### config.mk
export PLATFORM = sky130hd
export DESIGN_NAME = interrupt_sequencer
export DESIGN_NICKNAME = d
export VERILOG_FILES = /design/src/rtl/irq_pkg.sv /design/src/rtl/irq_priority_enc.sv /design/src/rtl/interrupt_sequencer.sv
export SDC_FILE = /design/constraint.sdc
export NUM_CORES = 1
export LEC_CHECK = 0
export ABC_AREA = 1
export CORE_MARGIN = 2
export CORE_UTILIZATION = 36
export CTS_BUF_LIST = sky130_fd_sc_hd__clkbuf_2 sky130_fd_sc_hd__clkbuf_4 sky130_fd_sc_hd__clkbuf_8
export CTS_CLUSTER_DIAMETER = 100
export DETAILED_ROUTE_END_ITERATION = 10
export GPL_ROUTABILITY_DRIVEN = 0
export SLEW_MARGIN = 15
export SYNTH_ARGS = -nofsm -noshare
export SYNTH_HDL_FRONTEND = slang
export SYNTH_SLANG_ARGS = --single-unit
### constraint.sdc
create_clock -name clock -period 4.95 [get_ports clock]
set_clock_uncertainty 0.1 [all_clocks]
set_input_delay 1.2375 -clock clock [delete_from_list [all_inputs] [get_ports clock]]
set_output_delay 1.2375 -clock clock [all_outputs]
set_load 0.01 [all_outputs]
### src/rtl/irq_pkg.sv
// Shared types, default widths and the vector address helper for the interrupt sequencer.
package irq_pkg;

    localparam int unsigned NUM_IRQ_DEF = 3;
    localparam int unsigned PC_W        = 32;
    localparam int unsigned DEPTH_W     = 2;

    localparam logic [PC_W-1:0] VECTOR_BASE_DEF   = 32'h0000_0100;
    localparam logic [PC_W-1:0] VECTOR_STRIDE_DEF = 32'h0000_0010;

    typedef enum logic [1:0] {
        RUN    = 2'd0,
        ENTER  = 2'd1,
        RETURN = 2'd2
    } state_t;

    // Entry address of interrupt level idx.
    function automatic logic [PC_W-1:0] vector_of(input int unsigned     idx,
                                                  input logic [PC_W-1:0] base,
                                                  input logic [PC_W-1:0] stride);
        return base + PC_W'(idx) * stride;
    endfunction

endpackage

### src/rtl/irq_priority_enc.sv
// Highest-set-bit encoder: reports whether any bit is set and the index of the highest one.
module irq_priority_enc #(
    parameter int unsigned N     = 3,
    parameter int unsigned IDX_W = 2
) (
    input  logic [N-1:0]     bits,
    output logic             valid,
    output logic [IDX_W-1:0] idx
);

    // Later iterations override earlier ones, so the highest index wins.
    always_comb begin
        valid = 1'b0;
        idx   = '0;
        for (int i = 0; i < N; i++) begin
            if (bits[i]) begin
                valid = 1'b1;
                idx   = IDX_W'(i);
            end
        end
    end

endmodule

### src/rtl/interrupt_sequencer.sv
// Nested prioritised interrupt entry/exit sequencer: latches requests, redirects the PC to
// level vectors and restores the preempted PC/level from an internal frame stack on eret.
module interrupt_sequencer
    import irq_pkg::*;
#(
    parameter int unsigned         NUM_IRQ       = NUM_IRQ_DEF,
    parameter int unsigned         PC_WIDTH      = PC_W,
    parameter logic [PC_WIDTH-1:0] VECTOR_BASE   = PC_WIDTH'(VECTOR_BASE_DEF),
    parameter logic [PC_WIDTH-1:0] VECTOR_STRIDE = PC_WIDTH'(VECTOR_STRIDE_DEF)
) (
    input  logic                clock,
    input  logic                resetN,
    input  logic [NUM_IRQ-1:0]  irqRequest,
    input  logic [NUM_IRQ-1:0]  irqMask,
    input  logic                globalEnable,
    input  logic                pipeStall,
    input  logic [PC_WIDTH-1:0] currentPc,
    input  logic                eret,
    output logic                redirect,
    output logic [PC_WIDTH-1:0] redirectPc,
    output logic [NUM_IRQ-1:0]  activeLevel,
    output logic [DEPTH_W-1:0]  nestDepth,
    output logic                interrupted,
    output logic                interruptReturned,
    output logic                eretError
);

    localparam int unsigned IDX_W   = (NUM_IRQ > 1) ? $clog2(NUM_IRQ) : 1;
    localparam int unsigned FRAME_W = PC_WIDTH + NUM_IRQ;

    state_t               state_q, state_d;
    logic [NUM_IRQ-1:0]   irq_prev_q;
    logic [NUM_IRQ-1:0]   pending_q, pending_d;
    logic [IDX_W-1:0]     win_idx_q, win_idx_d;
    logic [FRAME_W-1:0]   stack_q [NUM_IRQ];
    logic [DEPTH_W-1:0]   top_ptr;
    logic                 push;

    logic                 redirect_d, interrupted_d, returned_d, eret_error_d;
    logic [PC_WIDTH-1:0]  redirect_pc_d;
    logic [NUM_IRQ-1:0]   active_d;
    logic [DEPTH_W-1:0]   depth_d;

    logic [NUM_IRQ-1:0]   above, eligible;
    logic                 act_valid, elig_valid;
    logic [IDX_W-1:0]     act_idx, elig_idx;

    irq_priority_enc #(.N(NUM_IRQ), .IDX_W(IDX_W)) u_act_enc (
        .bits  (activeLevel),
        .valid (act_valid),
        .idx   (act_idx)
    );

    // Only levels strictly above the one in service may preempt it.
    always_comb begin
        above = '0;
        for (int i = 0; i < NUM_IRQ; i++) begin
            above[i] = !act_valid || (IDX_W'(i) > act_idx);
        end
    end

    assign eligible = pending_q & ~irqMask & above & {NUM_IRQ{globalEnable}};

    irq_priority_enc #(.N(NUM_IRQ), .IDX_W(IDX_W)) u_elig_enc (
        .bits  (eligible),
        .valid (elig_valid),
        .idx   (elig_idx)
    );

    assign top_ptr = nestDepth - DEPTH_W'(1);

    always_ff @(posedge clock or negedge resetN) begin
        if (!resetN) state_q <= RUN;
        else         state_q <= state_d;
    end

    // Next state, next outputs, pending bookkeeping and stack push/pop.
    always_comb begin
        state_d       = state_q;
        pending_d     = pending_q;
        win_idx_d     = win_idx_q;
        redirect_d    = 1'b0;
        redirect_pc_d = redirectPc;
        active_d      = activeLevel;
        depth_d       = nestDepth;
        interrupted_d = 1'b0;
        returned_d    = 1'b0;
        eret_error_d  = 1'b0;
        push          = 1'b0;

        case (state_q)
            RUN: begin
                if (eret) begin
                    if (nestDepth == '0) eret_error_d = 1'b1;
                    else                 state_d      = RETURN;
                end else if (elig_valid) begin
                    state_d   = ENTER;
                    win_idx_d = elig_idx;
                end
            end
            ENTER: begin
                if (!pipeStall) begin
                    push                 = 1'b1;
                    redirect_d           = 1'b1;
                    redirect_pc_d        = PC_WIDTH'(vector_of(int'(win_idx_q),
                                                               PC_W'(VECTOR_BASE),
                                                               PC_W'(VECTOR_STRIDE)));
                    active_d             = NUM_IRQ'(1) << win_idx_q;
                    depth_d              = nestDepth + DEPTH_W'(1);
                    interrupted_d        = 1'b1;
                    pending_d[win_idx_q] = 1'b0;
                    state_d              = RUN;
                end
            end
            RETURN: begin
                if (!pipeStall) begin
                    {redirect_pc_d, active_d} = stack_q[top_ptr];
                    redirect_d                = 1'b1;
                    depth_d                   = nestDepth - DEPTH_W'(1);
                    returned_d                = 1'b1;
                    state_d                   = RUN;
                end
            end
            default: state_d = RUN;
        endcase

        // A new rising edge beats a clear in the same cycle.
        pending_d = pending_d | (irqRequest & ~irq_prev_q);
    end

    always_ff @(posedge clock or negedge resetN) begin
        if (!resetN) begin
            irq_prev_q        <= '0;
            pending_q         <= '0;
            win_idx_q         <= '0;
            redirect          <= 1'b0;
            redirectPc        <= '0;
            activeLevel       <= '0;
            nestDepth         <= '0;
            interrupted       <= 1'b0;
            interruptReturned <= 1'b0;
            eretError         <= 1'b0;
        end else begin
            irq_prev_q        <= irqRequest;
            pending_q         <= pending_d;
            win_idx_q         <= win_idx_d;
            redirect          <= redirect_d;
            redirectPc        <= redirect_pc_d;
            activeLevel       <= active_d;
            nestDepth         <= depth_d;
            interrupted       <= interrupted_d;
            interruptReturned <= returned_d;
            eretError         <= eret_error_d;
        end
    end

    // Frame storage needs no reset: nestDepth alone marks which entries are live.
    always_ff @(posedge clock) begin
        if (push) stack_q[nestDepth] <= {currentPc, activeLevel};
    end

    a_no_overflow : assert property (@(posedge clock) disable iff (!resetN)
        !(state_q == ENTER && !pipeStall && nestDepth == DEPTH_W'(NUM_IRQ)));

endmodule
== Word-level counts from Yosys, hierarchy flattened ==
Memory sizes are Yosys's and may differ from the RTL's.
Cells that the tools add are included.

* Register bits: 51
* RAM bits: 105
* Output and inout bits: 41
* Memories: 1

* Add/sub/neg operators: 3
* $lt $le $gt $ge: 5
* Equality and inequality tests: 7
* Shifts and indexed selects: 1
* Muxes and demuxes: 37
* Bitwise operators: 10
* Reductions and logical operators: 12

{| class="wikitable"
|+ Memory list
! name !! words !! bits a word !! read ports !! clocked after Yosys merged registers in !! wr ports !! line !! source
|-
| stack_q || 3 || 35 || 1 || 0 || 1 || interrupt_sequencer.sv:35 || <nowiki>logic [FRAME_W-1:0] stack_q [NUM_IRQ];</nowiki>
|}

{| class="wikitable"
|+ Operators by type and width
! kind !! count
|-
| $mux 32 || 2
|-
| $pmux 32 s2 || 1
|-
| $mux 1 || 18
|-
| $mux 2 || 8
|-
| $and 3x3->3 || 5
|-
| $mux 3 || 4
|-
| $add 9x6->10 const A || 1
|-
| $not 3->3 || 3
|-
| $reduce_and 3->1 || 3
|-
| $pmux 2 s2 || 2
|-
| $ne 2x2->1 const B || 3
|-
| $ne 3x3->1 const B || 2
|-
| $pmux 3 s2 || 1
|-
| $gt 1x2->1 const A || 2
|-
| $logic_not 2->1 || 2
|-
| $logic_or 1x1->1 || 3
|-
| $lt 2x3->1 const B || 1
|-
| $or 3x3->3 || 1
|-
| $shl 1x2->3 const A || 1
|-
| $add 2x1->2 const B || 1
|-
| $demux 1 s2 || 1
|-
| $eq 2x1->1 const B || 1
|-
| $eq 2x2->1 const B || 1
|-
| $ge 2x1->1 const B || 1
|-
| other kinds (7) || 7
|}

== Longest topological paths before layout ==
Gate-level depths: netlist of run 1.

* Depth after elaboration: 13
* Mapped depth: 10
* Depth with buffers taken out: 8

== Cells and area by module ==
From an unflattened synthesis of run 1, not the netlist that was laid out.

* Cells, all modules: 615
* Area, all modules: 6406.1 sq um

{| class="wikitable"
|+ Modules (own cells, without submodules)
! module !! times used !! cells each !! area each (sq um)
|-
| interrupt_sequencer || 1 || 603 || 6348.6
|-
| irq_priority_enc || 2 || 6 || 28.8
|}

== Worst setup path after synthesis of run 1 ==
OpenSTA, ideal clock, no wires.

* Path type: input -> register
* Start: in pipeStall
* End: mem stack_q[2][0] (netlist bit), enable pin
* Data arrival time: 2851 ps
* Required time: 4423 ps
* Slack: 1572 ps
* Stages on the path: 3
* Buffers on the path: 0
* Path through: inv_2 -> nand2_4 -> nor2_1

* Cells in the longest elaborated chain, start to end: 4

{| class="wikitable"
|+ Ends and longest elaborated chain
! element !! line !! source
|-
| from (decl) || interrupt_sequencer.sv:16 || <nowiki>input logic pipeStall,</nowiki>
|-
| $mux 1 || interrupt_sequencer.sv:102 || <nowiki>if (!pipeStall) begin</nowiki>
|-
| $mux 1 || interrupt_sequencer.sv:91 || <nowiki>case (state_q)</nowiki>
|-
| $mux 1 || interrupt_sequencer.sv:159 || <nowiki>if (push) stack_q[nestDepth] <= {currentPc, activeLevel};</nowiki>
|-
| $mux 1 (implied by the code) || interrupt_sequencer.sv:159 ||
|-
| to (decl) || interrupt_sequencer.sv:35 ||
|}

Every way passes these cells.

== Worst setup path after layout of run 1 ==
* Start: in pipeStall
* End: mem stack_q[2][29] (netlist bit), enable pin

Same word-level chain as after synthesis.

==> results.json, run 1 <==
{
  "min_to": "pending_q[0]",
  "worstMarginPinSlew_ps": 1110,
  "cts_resized": 0,
  "clk_latency_ps": 440,
  "cts-hold-fix-buffers": 0,
  "die_area_um2": 17700,
  "synthArstFlopShare_pct": 32.7,
  "die_h_um": 133,
  "rsz0062_at_grt": "false",
  "hp-start": "irq_prev_q[0]",
  "vias": 3695,
  "numCtsBuffers": 17,
  "synth.area.mux_share_pct": 0,
  "avgRoutedWirePerCell_um": 16.7,
  "syn_area_um2": 6010,
  "hold_class": "reg -> reg",
  "layout_common_cells": "105 x edfxtp_1, 82 x clkdlybuf4s50_1, 67 x o21ai_0",
  "syn_inst": 444,
  "cts_max_level": 4,
  "synth-simple-area-share_pct": 9.18,
  "avgSynthCellArea_um2": 13.5,
  "final_nets": 579,
  "synth_edf_count": 105,
  "startpoint_type": "primary input",
  "grt-ovfl-total": 0,
  "antenna_found_initial": 0,
  "root_buffer": "clkbuf_8",
  "worstSetupPathType": "in -> reg",
  "ir_worst_vdd_mv": 0.229,
  "post-route-min-period_ps": 2940,
  "synth_top_area_share_pct": 52.5,
  "layout_commonest_cell": "edfxtp_1",
  "yosys.area.top_type": "edfxtp_1",
  "synthToLayoutAreaGrowth_pct": 24.3,
  "ys_warn_count": 0,
  "firstDrtPassIters": 5,
  "fmax_mhz": 340,
  "dp_hpwl_um": 7660,
  "synthTopCellsByArea": "edfxtp_1 52%, dfrtp_1 21%, o21ai_0 5.6%",
  "arrival_ps": 2890,
  "cellPowerDensity_nw_per_um2": 579,
  "clkTransAtPathRegs_ps": 70,
  "power.leakage_nw": 2.79,
  "grt_pass1_vias": 3768,
  "finalWirelength_um": 12700,
  "io_pins": 84,
  "synthXorXnorAreaFrac_pct": 0.271,
  "track_usage_pct": 15.0,
  "drt_iter0_markers": 264,
  "start_util_pct": 36.5,
  "avgViaCountPerCell": 4.85,
  "cts_tree": "done",
  "slew_headroom_pct": 25.6,
  "clock_path_buffers": 2,
  "syn_nets": 493,
  "finalCritPeriodShare_pct": 59.4,
  "synth_fa_ha_area_share_pct": 1.25,
  "die-width_um": 133,
  "port_buffers": 83,
  "reg2reg_depth": 4,
  "yosys_most_used_dff": "edfxtp_1",
  "whs_path_depth": 1,
  "synth_seq_cells": 156,
  "ys_seq_area_share_pct": 73.7,
  "core_um2": 16500,
  "grt_max_degree": 52,
  "p_total_mw": 4.33,
  "drive_gt1_share_pct": 14.8,
  "slew_violations": 0,
  "r2r_setup_slack_ps": 2280,
  "crit_required_ps": 4900,
  "outcome": "complete, no violations",
  "cts_sinks": 156,
  "post-place-ws_ps": 1490,
  "grt_pass1_wl_um": 20200,
  "hold_viol": 0,
  "critPathMaxFanout": 35,
  "synth_top_family_by_area": "compound AO/OA/AOI/OAI gates",
  "drc": 0,
  "reg2reg_to": "stack_q[2][29]",
  "setup_slack_ps": 2010,
  "crit-reg2reg-launch": "nestDepth[0]",
  "synth_compound_area_share_pct": 11.9,
  "cts_setup_buffers": 0,
  "whs_ps": 339,
  "diodes": 0,
  "maxCapViolCount": 0,
  "yosysUniqueCellTypes": 31,
  "finalSetupViolations": 0,
  "cp-end-kind": "flip-flop",
  "rows": 47,
  "tns_ps": 0,
  "drt.antenna.violating_nets": 0
}
-- cells in the mapped netlist (all sizes together) (2+ instances only) --
library cell / count
dfrtp: 51
nand3: 14
edfxtp: 105
inv: 22
a22o: 29
buf: 12
o211ai: 5
or2: 3
o21ai: 69
nand2: 60
a21oi: 2
ha: 6
nor2: 51
o31ai: 2
clkbuf: 9
-- flip-flops by register name, summed over array words and instances, names as in the netlist --
signal and count:
redirect 1, irq_prev_q 3, nestDepth 2, eretError 1, stack_q 105, activeLevel 3
state_q 2, interrupted 1, interruptReturned 1, pending_q 3, win_idx_q 2, redirectPc 32
-- power breakdown --
group	switching, mW	leakage [nW]	internal, mW
Combinational	0.922	1.01	0.673
Sequential	0.131	1.58	1.61
Clock	0.454	0.208	0.535
Total	1.51	2.79	2.82
-- critical path, stage by stage --
cell             delay, ps
clkdlybuf4s50_1        540
inv_2                  130
nand2_4                110
nor2_4                 860
-- worst max path at each step --
stage,from,end,slack (ps),depth (start not counted)
floorplan,pipeStall,stack_q[2][0],1570,3
global placement,pipeStall,stack_q[0][20],1510,4
detailed placement,pipeStall,stack_q[0][20],1490,4
CTS,pipeStall,stack_q[0][25],1960,4
global route,pipeStall,stack_q[2][25],1900,4
finish,pipeStall,stack_q[2][29],2010,4
-- routing by layer --
layer	GRT usage (%)	up-vias	routed length [um]
met1	20.1	1822	5860
met2	23.7	111	6030
li1	-	1748	-
met4	4.67	0	154
met3	4.41	14	694
met5	0	-	0
-- through the flow --
stage	cell area, um2	instances	util, %
after CTS	7440	761	45.2
after detailed placement	7030	730	42.7
after global placement	7030	730	42.7
after floorplan	6010	444	-
final	7470	762	45.4
after global routing	7470	762	45.4
-- logic make-up after synthesis --
family                   count (synthesis)
flip-flops                             156
AND/OR/NAND/NOR                        129
AO/OA/AOI/OAI                          109
buffers and inverters                   43
adder cells (fa/ha/maj)                  6
XOR/XNOR                                 1
-- area by class of cell --
| type | instances | area (um2) |
|---|---|---|
| repair buffers | 88 | 883 |
| clock buffers | 22 | 278 |
| multi-input cells | 245 | 1380 |
| inverters | 22 | 85.1 |
| well taps | 220 | 275 |
| flip-flops and latches | 156 | 4430 |
| clock inverters | 9 | 136 |
| fillers | 1478 | 9000 |
(Power assumes the default switching activity.)
==> run 2, diff against run 1 <==
==> constraint.sdc (replaced) <==
create_clock -name clock -period 2.4 [get_ports clock]
set_clock_uncertainty 0.1 [all_clocks]
set_input_delay 0.6 -clock clock [delete_from_list [all_inputs] [get_ports clock]]
set_output_delay 0.6 -clock clock [all_outputs]
set_load 0.01 [all_outputs]
==> results.json, run 2 (synthesis results as in run 1) <==
{
  "track_usage_pct": 15.0,
  "avgViaCountPerCell": 4.81,
  "startpoint_type": "flip-flop",
  "path_delay_family": "buffers and inverters",
  "port_buffers": 83,
  "crit_required_ps": 1700,
  "fillerInstances": 1447,
  "largest_reg_flops": 105,
  "clk_latency_ps": 440,
  "arrival_ps": 1550,
  "cpPeakStageDelay_ps": 600,
  "post-route-util_pct": 46.5,
  "synthToLayoutAreaGrowth_pct": 27.3,
  "grt_pass1_wl_um": 20200,
  "drc": 0,
  "grt-ovfl-total": 0,
  "vias": 3726,
  "hold_viol": 0,
  "grt_pass1_vias": 3855,
  "cts_setup_buffers": 0,
  "cts-hold-fix-buffers": 0,
  "dp.cells": 743,
  "drive_gt1_share_pct": 16.8,
  "layout_commonest_cell": "edfxtp_1",
  "core_um2": 16500,
  "ir_worst_vdd_mv": 0.523,
  "die_area_um2": 17700,
  "clock_path_buffers": 2,
  "multi_input_area_um2": 1380,
  "avgRoutedWirePerCell_um": 16.5,
  "worstSetupPathType": "reg -> out",
  "final_cells": 775,
  "die_h_um": 133,
  "regMostFlops": "stack_q",
  "outcome": "complete, no violations",
  "finalWirelength_um": 12800,
  "root_buffer": "clkbuf_8",
  "cp-end-kind": "output port",
  "die-width_um": 133,
  "cp_cell_sequence": "clkdlybuf4s50_1",
  "grt_max_degree": 52,
  "drt_iter0_markers": 180,
  "drt.antenna.violating_nets": 0,
  "slew_headroom_pct": 53.1,
  "design_area_um2": 7650,
  "antenna_found_initial": 0,
  "worstMarginPinSlew_ps": 703,
  "layout_common_cells": "105 x edfxtp_1, 82 x clkdlybuf4s50_1, 67 x o21ai_0",
  "finalCritPeriodShare_pct": 93.9,
  "largestRegisters": "stack_q: 105 flops, redirectPc: 32 flops",
  "slew_violations": 0,
  "cts_resized": 0,
  "finalSetupViolations": 0,
  "start_util_pct": 36.5,
  "io_pins": 84,
  "power.leakage_nw": 2.88,
  "critical_path_buf_inv_count": 1,
  "diodes": 0,
  "cts_sinks": 156,
  "critPathMaxFanout": 7,
  "placed_area_um2": 7210,
  "rows": 47,
  "final_nets": 591,
  "dp_hpwl_um": 8160,
  "crit_path_top_delay_cell": "clkdlybuf4s50_1",
  "cts_max_level": 4,
  "tns_ps": 0,
  "fmax_mhz": 444,
  "cellPowerDensity_nw_per_um2": 1190,
  "post-route-min-period_ps": 2250,
  "hold_class": "in -> async",
  "numCtsBuffers": 17,
  "firstDrtPassIters": 5,
  "regArea_um2": 4430,
  "setup_slack_ps": 146,
  "cts_tree": "done",
  "maxCapViolCount": 0,
  "clkTransAtPathRegs_ps": 80,
  "rsz0062_at_grt": "false",
  "post-place-ws_ps": 197
}
-- run 2: worst paths after layout --
check,endpoint,from,cells after the start,slack (ps)
max,activeLevel[2],activeLevel[2],1,150
min in group clock,pending_q[2],irq_prev_q[2],1,330
min,irq_prev_q[0],resetN,2,190
max in group asynchronous,nestDepth[0],resetN,2,1490
min reg2reg,pending_q[2],irq_prev_q[2],1,330
max reg2reg,activeLevel[0],state_q[0],8,450
-- run 2: per-stage QoR --
| stage | hold slack [ps] | power [mW] |
|---|---|---|
| global route | 228 | 9.70 |
| detailed placement | 324 | 7.12 |
| finish | 189 | 9.13 |
| floorplan | 204 | 5.69 |
| CTS | 197 | 9.23 |
| global placement | 315 | 7.03 |
-- run 2: per-layer routing --
metal  up-vias  wire [um]  share of wire [%]  track usage, %
met4         0        121               0.95            4.49
met3         7        631                4.9            4.53
li1       1776          -                  -               -
met5         -          0                  0               0
met2        95       6050                 47            25.0
met1      1848       5950                 47            18.9
-- run 2: layout make-up --
class	count	share of cell area (%)
well taps	220	3.60
flip-flops and latches	156	57.9
clock buffers	18	3.16
multi-input cells	245	18.1
repair buffers	100	13.6
clock inverters	14	2.55
inverters	22	1.11
-- run 2: power by group --
group          leakage (nW)  switching (mW)  total [mW]  internal [mW]
logic                  1.09            1.88        3.37           1.49
registers              1.58           0.326        3.65           3.32
clock network         0.210           0.961        2.11           1.15
total                  2.88            3.17        9.13           5.96
